--- src/rtl/mul_pkg.sv ---
// Shared definitions for the repeated-addition multiplier: default data width
// and the control strobe bundle exchanged between controller and datapath.
package mul_pkg;

    localparam int MUL_WIDTH_DEFAULT = 16;

    // Strobes issued by the multiplier controller, one bit per datapath action.
    typedef struct packed {
        logic ldA;
        logic ldB;
        logic ldP;
        logic clrP;
        logic decB;
        logic done;
    } mul_ctrl_t;

endpackage

--- src/rtl/mul_ld_reg.sv ---
// WIDTH-bit register with load enable and asynchronous active-low reset to 0.
module mul_ld_reg #(
    parameter int WIDTH = 16
) (
    input  logic             clk,
    input  logic             rst_n,
    input  logic             en,
    input  logic [WIDTH-1:0] d,
    output logic [WIDTH-1:0] q
);

    logic [WIDTH-1:0] q_reg;

    // Hold the stored value unless the load enable is high.
    always_ff @(posedge clk or negedge rst_n) begin
        if (!rst_n) begin
            q_reg <= '0;
        end else if (en) begin
            q_reg <= d;
        end
    end

    assign q = q_reg;

endmodule

--- src/rtl/mul_datapath.sv ---
// Datapath of the repeated-addition multiplier: P accumulates A once per ldP
// while B counts down; eqz reports B == 0 back to the controller. The product
// is captured on the rising edge of done and offered downstream over
// valid/ready.
// Optional build macro ACC_OVF_DETECT_EN adds a sticky accumulator overflow
// flag on ovf; without it ovf is constant 0.
module mul_datapath
    import mul_pkg::*;
#(
    parameter int WIDTH = MUL_WIDTH_DEFAULT
) (
    input  logic             clk,
    input  logic             rst_n,
    input  logic [WIDTH-1:0] data_in,
    input  logic             ldA,
    input  logic             ldB,
    input  logic             ldP,
    input  logic             clrP,
    input  logic             decB,
    input  logic             done,
    output logic             eqz,
    output logic [WIDTH-1:0] res_data,
    output logic             res_valid,
    input  logic             res_ready,
    output logic             ovf
);

    mul_ctrl_t        ctrl;
    logic [WIDTH-1:0] a_q;
    logic [WIDTH-1:0] b_reg;
    logic [WIDTH-1:0] p_reg;
    logic             done_q_reg;
    logic             res_valid_reg;
    logic             capture;

    // Bundle the loose strobes so the rest of the datapath reads them by name.
    assign ctrl = {ldA, ldB, ldP, clrP, decB, done};

    // A operand register; a same-cycle ldP still sees the previous A.
    mul_ld_reg #(.WIDTH(WIDTH)) u_reg_a (
        .clk   (clk),
        .rst_n (rst_n),
        .en    (ctrl.ldA),
        .d     (data_in),
        .q     (a_q)
    );

    // B down-counter; a load takes precedence over a decrement.
    always_ff @(posedge clk or negedge rst_n) begin
        if (!rst_n) begin
            b_reg <= '0;
        end else if (ctrl.ldB) begin
            b_reg <= data_in;
        end else if (ctrl.decB) begin
            b_reg <= b_reg - 1'b1;
        end
    end

    assign eqz = (b_reg == '0);

    // P accumulator; clear takes precedence over add, add wraps modulo 2^WIDTH.
    always_ff @(posedge clk or negedge rst_n) begin
        if (!rst_n) begin
            p_reg <= '0;
        end else if (ctrl.clrP) begin
            p_reg <= '0;
        end else if (ctrl.ldP) begin
            p_reg <= p_reg + a_q;
        end
    end

    // Delayed done so that only its 0->1 transition triggers a capture.
    always_ff @(posedge clk or negedge rst_n) begin
        if (!rst_n) begin
            done_q_reg <= 1'b0;
        end else begin
            done_q_reg <= ctrl.done;
        end
    end

    assign capture = ctrl.done & ~done_q_reg;

    // Result register samples P as it stands before this cycle's update.
    mul_ld_reg #(.WIDTH(WIDTH)) u_reg_res (
        .clk   (clk),
        .rst_n (rst_n),
        .en    (capture),
        .d     (p_reg),
        .q     (res_data)
    );

    // Valid is set by a capture and cleared by an accepting handshake; a new
    // capture in the accepting cycle keeps it asserted.
    always_ff @(posedge clk or negedge rst_n) begin
        if (!rst_n) begin
            res_valid_reg <= 1'b0;
        end else if (capture) begin
            res_valid_reg <= 1'b1;
        end else if (res_valid_reg && res_ready) begin
            res_valid_reg <= 1'b0;
        end
    end

    assign res_valid = res_valid_reg;

`ifdef ACC_OVF_DETECT_EN
    logic [WIDTH:0] sum_ext;
    logic           ovf_reg;

    assign sum_ext = {1'b0, p_reg} + {1'b0, a_q};

    // Sticky carry-out flag; clrP clears it even if a carry occurs in that cycle.
    always_ff @(posedge clk or negedge rst_n) begin
        if (!rst_n) begin
            ovf_reg <= 1'b0;
        end else if (ctrl.clrP) begin
            ovf_reg <= 1'b0;
        end else if (ctrl.ldP && sum_ext[WIDTH]) begin
            ovf_reg <= 1'b1;
        end
    end

    assign ovf = ovf_reg;
`else
    assign ovf = 1'b0;
`endif

endmodule

--- config.mk ---
export PLATFORM = sky130hd
export DESIGN_NAME = mul_datapath
export DESIGN_NICKNAME = d
export VERILOG_FILES = /design/src/rtl/mul_pkg.sv /design/src/rtl/mul_ld_reg.sv /design/src/rtl/mul_datapath.sv
export SDC_FILE = /design/constraint.sdc
export NUM_CORES = 1
export LEC_CHECK = 0
export ABC_AREA = 1
export BUFFER_PORTS_ARGS = -buffer_cell sky130_fd_sc_hd__clkbuf_2
export CORE_MARGIN = 2
export CORE_UTILIZATION = 60
export DETAILED_ROUTE_END_ITERATION = 6
export PLACE_DENSITY = 0.86
export SLEW_MARGIN = 20
export SYNTH_ARGS = -nofsm -noshare
export SYNTH_HDL_FRONTEND = slang
export SYNTH_SLANG_ARGS = --single-unit
--- constraint.sdc ---
create_clock -name clk -period 4.8 [get_ports clk]
set_input_delay 0.72 -clock clk [delete_from_list [all_inputs] [get_ports clk]]
set_output_delay 0.72 -clock clk [all_outputs]
set_load 0.05 [all_outputs]
==> results of run 1 <==
## cells in the mapped netlist, types with 2 or more instances
| cell | instances |
|---|---|
| a21oi_1 | 14 |
| a22oi_1 | 9 |
| buf_2 | 5 |
| clkbuf_1 | 3 |
| dfrtp_1 | 66 |
| ha_1 | 17 |
| inv_1 | 70 |
| inv_2 | 2 |
| mux2_2 | 21 |
| nand2_1 | 135 |
| nand2_2 | 2 |
| nand3_1 | 21 |
| nand3_2 | 2 |
| nand3b_1 | 3 |
| nand4_1 | 3 |
| nor2_1 | 26 |
| nor2_2 | 4 |
| nor2_4 | 2 |
| nor3_1 | 4 |
| o211ai_1 | 2 |
| o21ai_0 | 24 |
| o21ai_1 | 6 |
| o221ai_1 | 3 |
| o22ai_1 | 3 |
| xor2_1 | 9 |
## kinds of logic (layout without fill, tap and decap cells)
| group | Yosys count | count (layout) | synth area share [%] |
|---|---|---|---|
| AO/OA/AOI/OAI | 64 | 64 | 9.849 |
| AND/OR/NAND/NOR | 206 | 206 | 23.35 |
| flip-flops | 66 | 66 | 43.48 |
| multiplexers | 21 | 21 | 6.225 |
| adder cells (fa/ha/maj) | 18 | 18 | 6.126 |
| other | 1 | 1 | 0.09872 |
| buffers and inverters | 82 | 130 | 8.564 |
| XOR/XNOR | 10 | 10 | 2.306 |
## layout make-up
class,instances,area [um^2]
clock buffer,11,151.4
tap,75,93.84
inverter,72,270.3
fill,500,1792
timing repair buffer,43,217.7
clock inverter,4,27.53
multi-input combinational,320,1822
sequential,66,1652
## path summary, 6_finish.rpt
path,start,to,slack (ns),depth (start not counted)
max in group asynchronous,rst_n,u_reg_res.q[1],3.43,2
hold reg to reg,u_reg_res.q[4],u_reg_res.q[4],0.49,2
setup reg to reg,u_reg_a.q[0],p_reg[12],3.00,11
setup / recovery,b_reg[10],eqz,2.41,6
min in group clk,u_reg_res.q[4],u_reg_res.q[4],0.49,2
hold / removal,rst_n,b_reg[12],0.43,1
## power groups by stage
stage	combinational, mW	sequential (mW)	clock (mW)
after global routing	0.575	0.696	0.455
after detailed placement	0.504	0.697	0
after CTS	0.508	0.687	0.429
final	0.510	0.686	0.425
after global placement	0.492	0.693	0
after floorplan	0.301	0.775	0
## per-stage QoR
step                      setup slack [ns]  cell area [um^2]  util (%)  total power [mW]
after floorplan                      2.259              3799         -             1.076
after global placement               2.637              4055     67.30             1.185
after detailed placement             2.466              4055     67.30             1.201
after CTS                            2.408              4234     70.27             1.623
after global routing                 2.268              4234     70.27             1.726
final                                2.410              4234     70.27             1.621
## metal layers
| metal | up-vias | share of wire (%) | global-route usage [%] | routed length [um] |
|---|---|---|---|---|
| met5 | - | 0 | 0 | 0 |
| met4 | 0 | 2.2 | 10.12 | 178 |
| met3 | 15 | 4.8 | 5.341 | 392 |
| met2 | 102 | 47 | 42.40 | 3885 |
| met1 | 1473 | 46 | 34.00 | 3759 |
| li1 | 1589 | - | - | - |
==> run_results.csv, run 1 <==
group,metric,value,unit
run_status,outcome,"completed",
power_and_ir_drop,ir_drop,0.2328,mV
synth,netlist-cell-type-count,37,
power_and_ir_drop,p_leak,2.259,nW
drt,drc,0,
worst_setup_path,critical_path_class,"reg -> out",
drt,ant_nets,0,
timing,rsz0062_at_grt,"no",
floorplanning,ios,44,
cells_and_area,diodes,0,
floorplanning,initial_core_util,63.04,%
timing,setup_tns,0,ns
synth,synth_warnings,0,
drt,wl,8.216,mm
global_route,grt_pass1_vias,3142,
worst_setup_path,crit_fanout,4,
global_route,grt.total_usage,25.97,%
cts,hold_buffers,0,
global_route,grt_pass1_wl,14.48,mm
synth,syn-instance-count,468,
floorplanning,dieArea,6984,um^2
cells_and_area,fin_cells,591,
synth,synthTopCellsByArea,"dfrtp_1 (43%), nand2_1 (13%), inv_1 (6.9%)",
drt,dr.pass1.iters,5,
worst_setup_path,cpPeakStageDelay,0.42,ns
timing,fmax,418.4,MHz
synth,async_reset_ff_share,100.0,%
worst_setup_path,crit_chain,"inv_1 > nand2_1 > nor2_2 > nand2_1 > nor3_1 > clkbuf_2",
timing,min_period,2.390,ns
synth,synth_edf_count,0,
synth,syn_area_per_cell,8.117,um^2
timing,setup_viol,0,
timing,hold_viol_final,0,
drt,vias,3179,
worst_hold_path,hp-class,"in -> async",
cts,cts_tree,"yes",
cts,clock_tree.root_cell,"clkbuf_8",
cts,clkTransAtPathRegs,0.07,ns
drt,via_per_inst,5.379,
timing,slew_viol_final,0,
global_route,overflow,0,
floorplanning,row_count,28,
job,drv_cap,0,
power_and_ir_drop,p_seq_share,42.3,%
power_and_ir_drop,p_int,1.009,mW
placed_design,hpwl,6.130,mm
synth,synth_ff_type,"dfrtp_1",
placed_design,portBuffers,42,
cells_and_area,area_growth,11.46,%
cts,cts_resized,0,
cts,htree_levels,3,
floorplanning,chipHeight,83.57,um
floorplanning,fp.coreArea,6026,um^2
global_route,antenna_found_initial,0,
worst_setup_path,required,4.08,ns
cts,cts.sinks,66,
power_and_ir_drop,p_clk_share,26.2,%
drt,wl_per_cell,13.90,um
worst_setup_path,end_kind,"output port",
synth,ys_seq_area_share,43.48,%
cells_and_area,layout_common_cells,"nand2_1 (135), inv_1 (70), dfrtp_1 (66)",
cells_and_area,final_common_cell,"nand2_1",
timing,max_slew.worst_pin.slew,0.8842,ns
cells_and_area,layout-drive-gt1-share,18.22,%
synth,synth-seq-cells,66,
placed_design,dp_cells,576,
drt,drt_iter0_markers,216,
placed_design,gp_congestion,0.8530,
timing,holdWs,0.4286,ns
worst_setup_path,start_kind,"flop",
floorplanning,die_w,83.57,um
global_route,grt_max_degree,36,
worst_setup_path,cp_top_family,"simple AND/OR/NAND/NOR gates",
power_and_ir_drop,p_switching,0.6123,mW
cts,clock_path_buffers,2,
synth,synth_top_area_share,43.48,%
timing,skew,0.009697,ns
worst_setup_path,crit_slowest_cell,"dfrtp_1",
synth,yosys.area.top_type,"dfrtp_1",
timing,period_share,49.80,%
synth,synth_nets,511,
cts,numCtsBuffers,9,
power_and_ir_drop,power_density,382.8,nW/um^2
worst_setup_path,worst-path-buf-inv,2,
synth,syn_area,3799,um^2
cells_and_area,nets,555,
timing,slew-limit-headroom,40.83,%
worst_setup_path,crit_top_cell,"nand2_1",
worst_setup_path,cp.arrival,1.67,ns
power_and_ir_drop,p_comb_share,31.5,%
power_and_ir_drop,swShare,37.77,%
cts,insertion_delay,0.35,ns
cts,cts_setup_buffers,0,
(Power assumes the default switching activity.)
==> run 2: changes to the inputs <==
--- a/config.mk
+++ b/config.mk
@@ -5,12 +5,12 @@
 export SDC_FILE = /design/constraint.sdc
 export NUM_CORES = 1
 export LEC_CHECK = 0
-export ABC_AREA = 1
+export ABC_AREA = 0
 export BUFFER_PORTS_ARGS = -buffer_cell sky130_fd_sc_hd__clkbuf_2
 export CORE_MARGIN = 2
-export CORE_UTILIZATION = 60
+export CORE_UTILIZATION = 58
 export DETAILED_ROUTE_END_ITERATION = 6
-export PLACE_DENSITY = 0.86
+export PLACE_DENSITY = 0.84
 export SLEW_MARGIN = 20
 export SYNTH_ARGS = -nofsm -noshare
 export SYNTH_HDL_FRONTEND = slang
==> constraint.sdc (replaced) <==
create_clock -name clk -period 2.29 [get_ports clk]
set_input_delay 0.3435 -clock clk [delete_from_list [all_inputs] [get_ports clk]]
set_output_delay 0.3435 -clock clk [all_outputs]
set_load 0.05 [all_outputs]
==> run 2 against run 1 <==
Compared with the run above: the flow now finishes with violations (negative setup slack); clock skew down 0.0010 ns; synthesized area down 8.3%; routed wire length up 3.8%; power up 120%; critical path type unchanged.
==> run_results.csv, run 2 <==
group,metric,value,unit
synth,async_reset_ff_share,100.0,%
placed_design,portBuffers,42,
synth,synth_top_family_by_area,"compound AO/OA/AOI/OAI gates",
synth,synth-adder-area-share,6.683,%
cells_and_area,layout_common_cells,"dfrtp_1 (66), clkbuf_2 (40), nand2_1 (33)",
power_and_ir_drop,power_density,805.1,nW/um^2
cells_and_area,final_cell_area,4362,um^2
drt,vias,2867,
drt,ant_nets,0,
drt,wl_per_cell,17.69,um
worst_setup_path,start_kind,"flop",
synth,yosys.area.top_type,"dfrtp_1",
floorplanning,dieArea,6639,um^2
global_route,antenna_found_initial,0,
timing,timing.final.ws_setup,-0.2857,ns
synth,syn_area,3482,um^2
placed_design,gp_congestion,0.9166,
global_route,overflow,0,
timing,slew-limit-headroom,40.99,%
worst_hold_path,hold_depth,1,
worst_setup_path,ff2ff_path_depth,8,
timing,skew,0.008663,ns
synth,syn-instance-count,328,
timing,setup_viol,4,
run_status,outcome,"finished with violations",
worst_setup_path,critical_path_class,"reg -> out",
cells_and_area,diodes,0,
synth,synth_ff_type,"dfrtp_1",
floorplanning,row_count,28,
drt,dr.pass1.iters,4,
cells_and_area,nets,445,
worst_setup_path,crit_slowest_cell,"or4_4",
cts,clkTransAtPathRegs,0.07,ns
worst_setup_path,required,1.95,ns
synth,synth_commonest_cells,"dfrtp_1 (66), nand2_1 (33), mux2_2 (31), o21ai_0 (26), nor2_1 (22)",
cells_and_area,layout-drive-gt1-share,37.59,%
drt,drc,0,
floorplanning,die_w,81.48,um
cts,cts.sinks,66,
synth,yosysMostFrequentCell,"dfrtp_1",
drt,via_per_inst,5.948,
cts,cts_tree,"yes",
worst_setup_path,cp.arrival,2.23,ns
synth,synth-compound-area-share,13.94,%
synth,synth_nets,371,
worst_setup_path,crit_fanout,2,
timing,rsz0062_at_grt,"yes",
synth,synth_mux_area_share,11.46,%
synth,netlist-cell-type-count,53,
placed_design,place_area,3899,um^2
worst_hold_path,min_to,"done_q_reg",
synth,synthTopCellsByArea,"dfrtp_1 (47%), mux2_2 (10%), ha_1 (6.1%)",
run_status,violations,"negative setup slack",
cells_and_area,final_common_cell,"dfrtp_1",
floorplanning,fp.coreArea,5851,um^2
worst_setup_path,r2r_start,"b_reg[4]",
global_route,grt_pass1_wl,13.03,mm
floorplanning,ios,44,
job,drv_cap,0,
worst_setup_path,r2r_setup_slack,-0.16,ns
floorplanning,initial_core_util,59.52,%
worst_setup_path,cpPeakStageDelay,0.47,ns
cts,numCtsBuffers,9,
floorplanning,chipHeight,81.48,um
synth,synth_edf_count,0,
timing,min_period,2.576,ns
timing,period_share,112.5,%
global_route,grt_max_degree,33,
synth,syn_area_per_cell,10.62,um^2
worst_setup_path,crit_chain,"or3_4 > or4_4 > nor4_4 > and3_4 > buf_12",
timing,slew_viol_final,0,
cts,clock_tree.root_cell,"clkbuf_8",
synth,synth-xor-area-share,4.276,%
cts,insertion_delay,0.36,ns
synth,synthSimpleGateAreaFrac,13.04,%
worst_hold_path,min-delay-start,"done",
worst_setup_path,r2r_end,"b_reg[13]",
synth,synth_warnings,0,
global_route,grt.total_usage,26.27,%
power_and_ir_drop,p_leak,2.042,nW
drt,wl,8.526,mm
drt,drt_iter0_markers,140,
cts,clock_path_buffers,2,
placed_design,hpwl,5.495,mm
cts,htree_levels,3,
synth,synth-seq-cells,66,
power_and_ir_drop,ir_drop,0.4935,mV
timing,fmax,388.2,MHz
timing,max_slew.worst_pin.slew,0.8852,ns
timing,hold_viol_final,0,
synth,ys_seq_area_share,47.43,%
cells_and_area,area_growth,25.26,%
synth,synth_top_area_share,47.43,%
global_route,grt_pass1_vias,2771,
worst_setup_path,end_kind,"output port",
power_and_ir_drop,total_power,3.512,mW
worst_hold_path,hp-class,"in -> reg",
## run 2: area by class of cell
class / instances / area (um^2)
Multi-Input combinational cell: 238 / 1911
Inverter: 10 / 37.54
Timing Repair Buffer: 77 / 498.0
Clock buffer: 10 / 137.6
Fill cell: 373 / 1489
Tap cell: 75 / 93.84
Clock inverter: 6 / 32.53
Sequential cell: 66 / 1652
## run 2: repair_timing
action,in CTS,in global routing
pin swaps,10,9
setup buffers,8,5
endpoints found under the setup margin,7,13
endpoints found under the hold margin,19,0
hold buffers,1,0
resized for setup,16,24
## run 2: power breakdown
| part | switching (mW) | internal [mW] |
|---|---|---|
| Combinational | 0.695 | 0.485 |
| Clock | 0.464 | 0.412 |
| Sequential | 0.129 | 1.33 |
## run 2: through the flow
| step | cells | setup TNS (ns) | worst slack (ns) | util [%] | hold slack [ns] |
|---|---|---|---|---|---|
| after global routing | 482 | -0.9359 | -0.3341 | 74.55 | 0.1053 |
| final | 482 | -0.6448 | -0.2857 | 74.55 | 0.1060 |
| after detailed placement | 453 | -0.2558 | -0.1176 | 66.64 | 0.3178 |
| after CTS | 478 | -0.2809 | -0.1721 | 71.98 | 0.1056 |
| after global placement | 453 | -0.08135 | -0.08135 | 66.64 | 0.3097 |
| after floorplan | 328 | 0 | 0.06700 | - | 0.04791 |
## run 2: worst max-delay path: cells and delay by family (launching register included)
family,cells,cell delay (ns)
simple gates,4,1.35
flops,1,0.39
buf+inv,1,0.13
## run 2: kinds of logic (layout without fill, tap and decap cells)
group / after synthesis / after routing
AOI/OAI and AO/OA: 77 / 77
xor gates and xnor gates: 17 / 17
adders and majority gates: 18 / 18
buffers and inverters: 24 / 103
DFF: 66 / 66
muxes: 36 / 36
other: 1 / 1
and+or+nand+nor: 89 / 89
## run 2: routing by layer
| metal | vias up | GRT usage, % | share of wire [%] | routed length (um) |
|---|---|---|---|---|
| met5 | - | 0 | 0 | 0 |
| met4 | 0 | 9.661 | 3.4 | 288 |
| met3 | 29 | 5.604 | 4.2 | 357 |
| met2 | 78 | 45.49 | 51 | 4369 |
| met1 | 1439 | 32.27 | 41 | 3510 |
| li1 | 1321 | - | - | - |
## run 2: how the worst max path moves through the flow
stage                        start   endpoint  slack (ns)  depth (start not counted)
final                     b_reg[4]        eqz       -0.29                          5
after global routing      b_reg[4]        eqz       -0.33                          5
after CTS                 b_reg[4]        eqz       -0.17                          5
after detailed placement  p_reg[0]  p_reg[12]       -0.12                          9
after global placement    p_reg[0]  p_reg[12]       -0.08                          9
after floorplan           b_reg[4]        eqz        0.07                          4
==> run 3: changes to the inputs <==
--- a/config.mk
+++ b/config.mk
@@ -8,9 +8,9 @@
 export ABC_AREA = 0
 export BUFFER_PORTS_ARGS = -buffer_cell sky130_fd_sc_hd__clkbuf_2
 export CORE_MARGIN = 2
-export CORE_UTILIZATION = 58
+export CORE_UTILIZATION = 60
 export DETAILED_ROUTE_END_ITERATION = 6
-export PLACE_DENSITY = 0.84
+export PLACE_DENSITY = 0.86
 export SLEW_MARGIN = 20
 export SYNTH_ARGS = -nofsm -noshare
 export SYNTH_HDL_FRONTEND = slang
==> constraint.sdc (replaced) <==
create_clock -name clk -period 3.2 [get_ports clk]
set_input_delay 0.48 -clock clk [delete_from_list [all_inputs] [get_ports clk]]
set_output_delay 0.48 -clock clk [all_outputs]
set_load 0.05 [all_outputs]
==> run 3 against run 2 <==
Compared with the run above: the flow now finishes without violations; global-route usage is 1.8 points lower; die area is 3.2% lower; clock power is 24% lower; via count is 9.8% lower.
==> run_results.csv, run 3 (synthesis results as in run 2) <==
group,metric,value,unit
timing,setup_tns,0,ns
timing,slew-limit-headroom,42.79,%
placed_design,place_area,3729,um^2
placed_design,gp_congestion,0.8544,
cells_and_area,final_cell_area,3920,um^2
cts,clock_tree.root_cell,"clkbuf_8",
worst_setup_path,cpPeakStageDelay,0.46,ns
timing,skew,0.004428,ns
floorplanning,initial_core_util,62.85,%
placed_design,portBuffers,42,
worst_setup_path,r2r_end,"p_reg[12]",
cells_and_area,nets,412,
cts,cts_setup_buffers,0,
cts,clkTransAtPathRegs,0.07,ns
cts,cts.sinks,66,
global_route,grt.total_usage,24.49,%
cells_and_area,final-seq-area,1652,um^2
worst_setup_path,critical_path_class,"reg -> out",
cells_and_area,area_growth,12.58,%
timing,holdWs,0.1573,ns
global_route,overflow,0,
worst_setup_path,worst-path-buf-inv,1,
drt,via_per_inst,5.813,
worst_setup_path,start_kind,"flop",
drt,drt_iter0_markers,170,
worst_setup_path,end_kind,"output port",
cts,htree_levels,3,
worst_setup_path,crit_fanout,5,
power_and_ir_drop,ir_drop,0.4334,mV
cts,cts_tree,"yes",
global_route,grt_pass1_wl,12.00,mm
timing,period_share,89.64,%
global_route,antenna_found_initial,0,
floorplanning,dieArea,6429,um^2
timing,setup_viol,0,
worst_hold_path,hp-class,"in -> async",
timing,fmax,348.6,MHz
cells_and_area,layout_common_cells,"dfrtp_1 (66), clkbuf_2 (41), nand2_1 (33)",
drt,wl,7.037,mm
worst_setup_path,crit_slowest_cell,"or4_4",
timing,rsz0062_at_grt,"no",
floorplanning,chipHeight,80.18,um
drt,ant_nets,0,
cells_and_area,multi_input_area,1724,um^2
drt,wl_per_cell,15.81,um
worst_setup_path,cp.arrival,2.39,ns
timing,min_period,2.869,ns
job,drv_cap,0,
global_route,grt_pass1_vias,2660,
cells_and_area,layout-drive-gt1-share,26.27,%
placed_design,hpwl,5.151,mm
worst_setup_path,cp_top_family,"simple AND/OR/NAND/NOR gates",
cts,hold_buffers,0,
worst_setup_path,ff2ff_path_depth,5,
power_and_ir_drop,p_leak,1.854,nW
cells_and_area,num-fill-cells,416,
global_route,grt_max_degree,50,
worst_setup_path,r2r_start,"u_reg_a.q[6]",
run_status,outcome,"completed",
drt,drc,0,
worst_setup_path,required,2.72,ns
drt,vias,2587,
timing,hold_viol_final,0,
floorplanning,fp.coreArea,5540,um^2
floorplanning,die_w,80.18,um
cts,numCtsBuffers,9,
cells_and_area,final_common_cell,"dfrtp_1",
drt,dr.pass1.iters,4,
worst_setup_path,r2r_setup_slack,0.70,ns
timing,max_slew.worst_pin.slew,0.8582,ns
power_and_ir_drop,power_density,610.0,nW/um^2
cts,cts_resized,0,
floorplanning,row_count,27,
floorplanning,ios,44,
timing,slew_viol_final,0,
worst_setup_path,crit_chain,"or3_4 > or4_4 > nor4_1 > and3_1 > clkbuf_2",
cts,insertion_delay,0.33,ns
cts,clock_path_buffers,2,
cells_and_area,diodes,0,
==> run 3: worst max-delay path by stage <==
stage                  start   to  slack, ns  depth (start not counted)
global placement    b_reg[4]  eqz       0.71                          5
finish              b_reg[4]  eqz       0.33                          5
detailed placement  b_reg[4]  eqz       0.68                          5
floorplan           b_reg[4]  eqz       0.72                          4
CTS                 b_reg[4]  eqz       0.31                          5
global route        b_reg[4]  eqz       0.17                          5
==> run 3: cell type report <==
cell class              instances  share of cell area [%]
clock buffers                  13                   4.564
clock inverters                 2                  0.2553
inverters                      10                  0.9575
multi-input cells             238                   43.98
flip-flops and latches         66                   42.13
well taps                      72                   2.298
repair buffers                 44                   5.809
==> run 3: stage by stage <==
step / power (mW) / instances / utilization, % / setup WS [ns]
after floorplan: 1.562 / 328 / - / 0.7237
after global placement: 1.704 / 430 / 67.30 / 0.7073
after detailed placement: 1.738 / 430 / 67.30 / 0.6797
after CTS: 2.398 / 445 / 70.71 / 0.3111
after global routing: 2.514 / 445 / 70.75 / 0.1680
final: 2.391 / 445 / 70.75 / 0.3315
==> run 3: power by group <==
group | leakage [nW] | switching [mW] | internal (mW)
Clock | 0.101 | 0.307 | 0.359
Combinational | 0.924 | 0.430 | 0.261
Sequential | 0.829 | 0.0844 | 0.949
Total | 1.85 | 0.821 | 1.57
==> run 3: routing by layer <==
| layer | up-vias | wire [um] | track usage (%) |
|---|---|---|---|
| li1 | 1252 | - | - |
| met1 | 1261 | 3223 | 31.52 |
| met2 | 58 | 3397 | 40.17 |
| met3 | 16 | 244 | 5.281 |
| met4 | 0 | 172 | 10.17 |
| met5 | - | 0 | 0 |
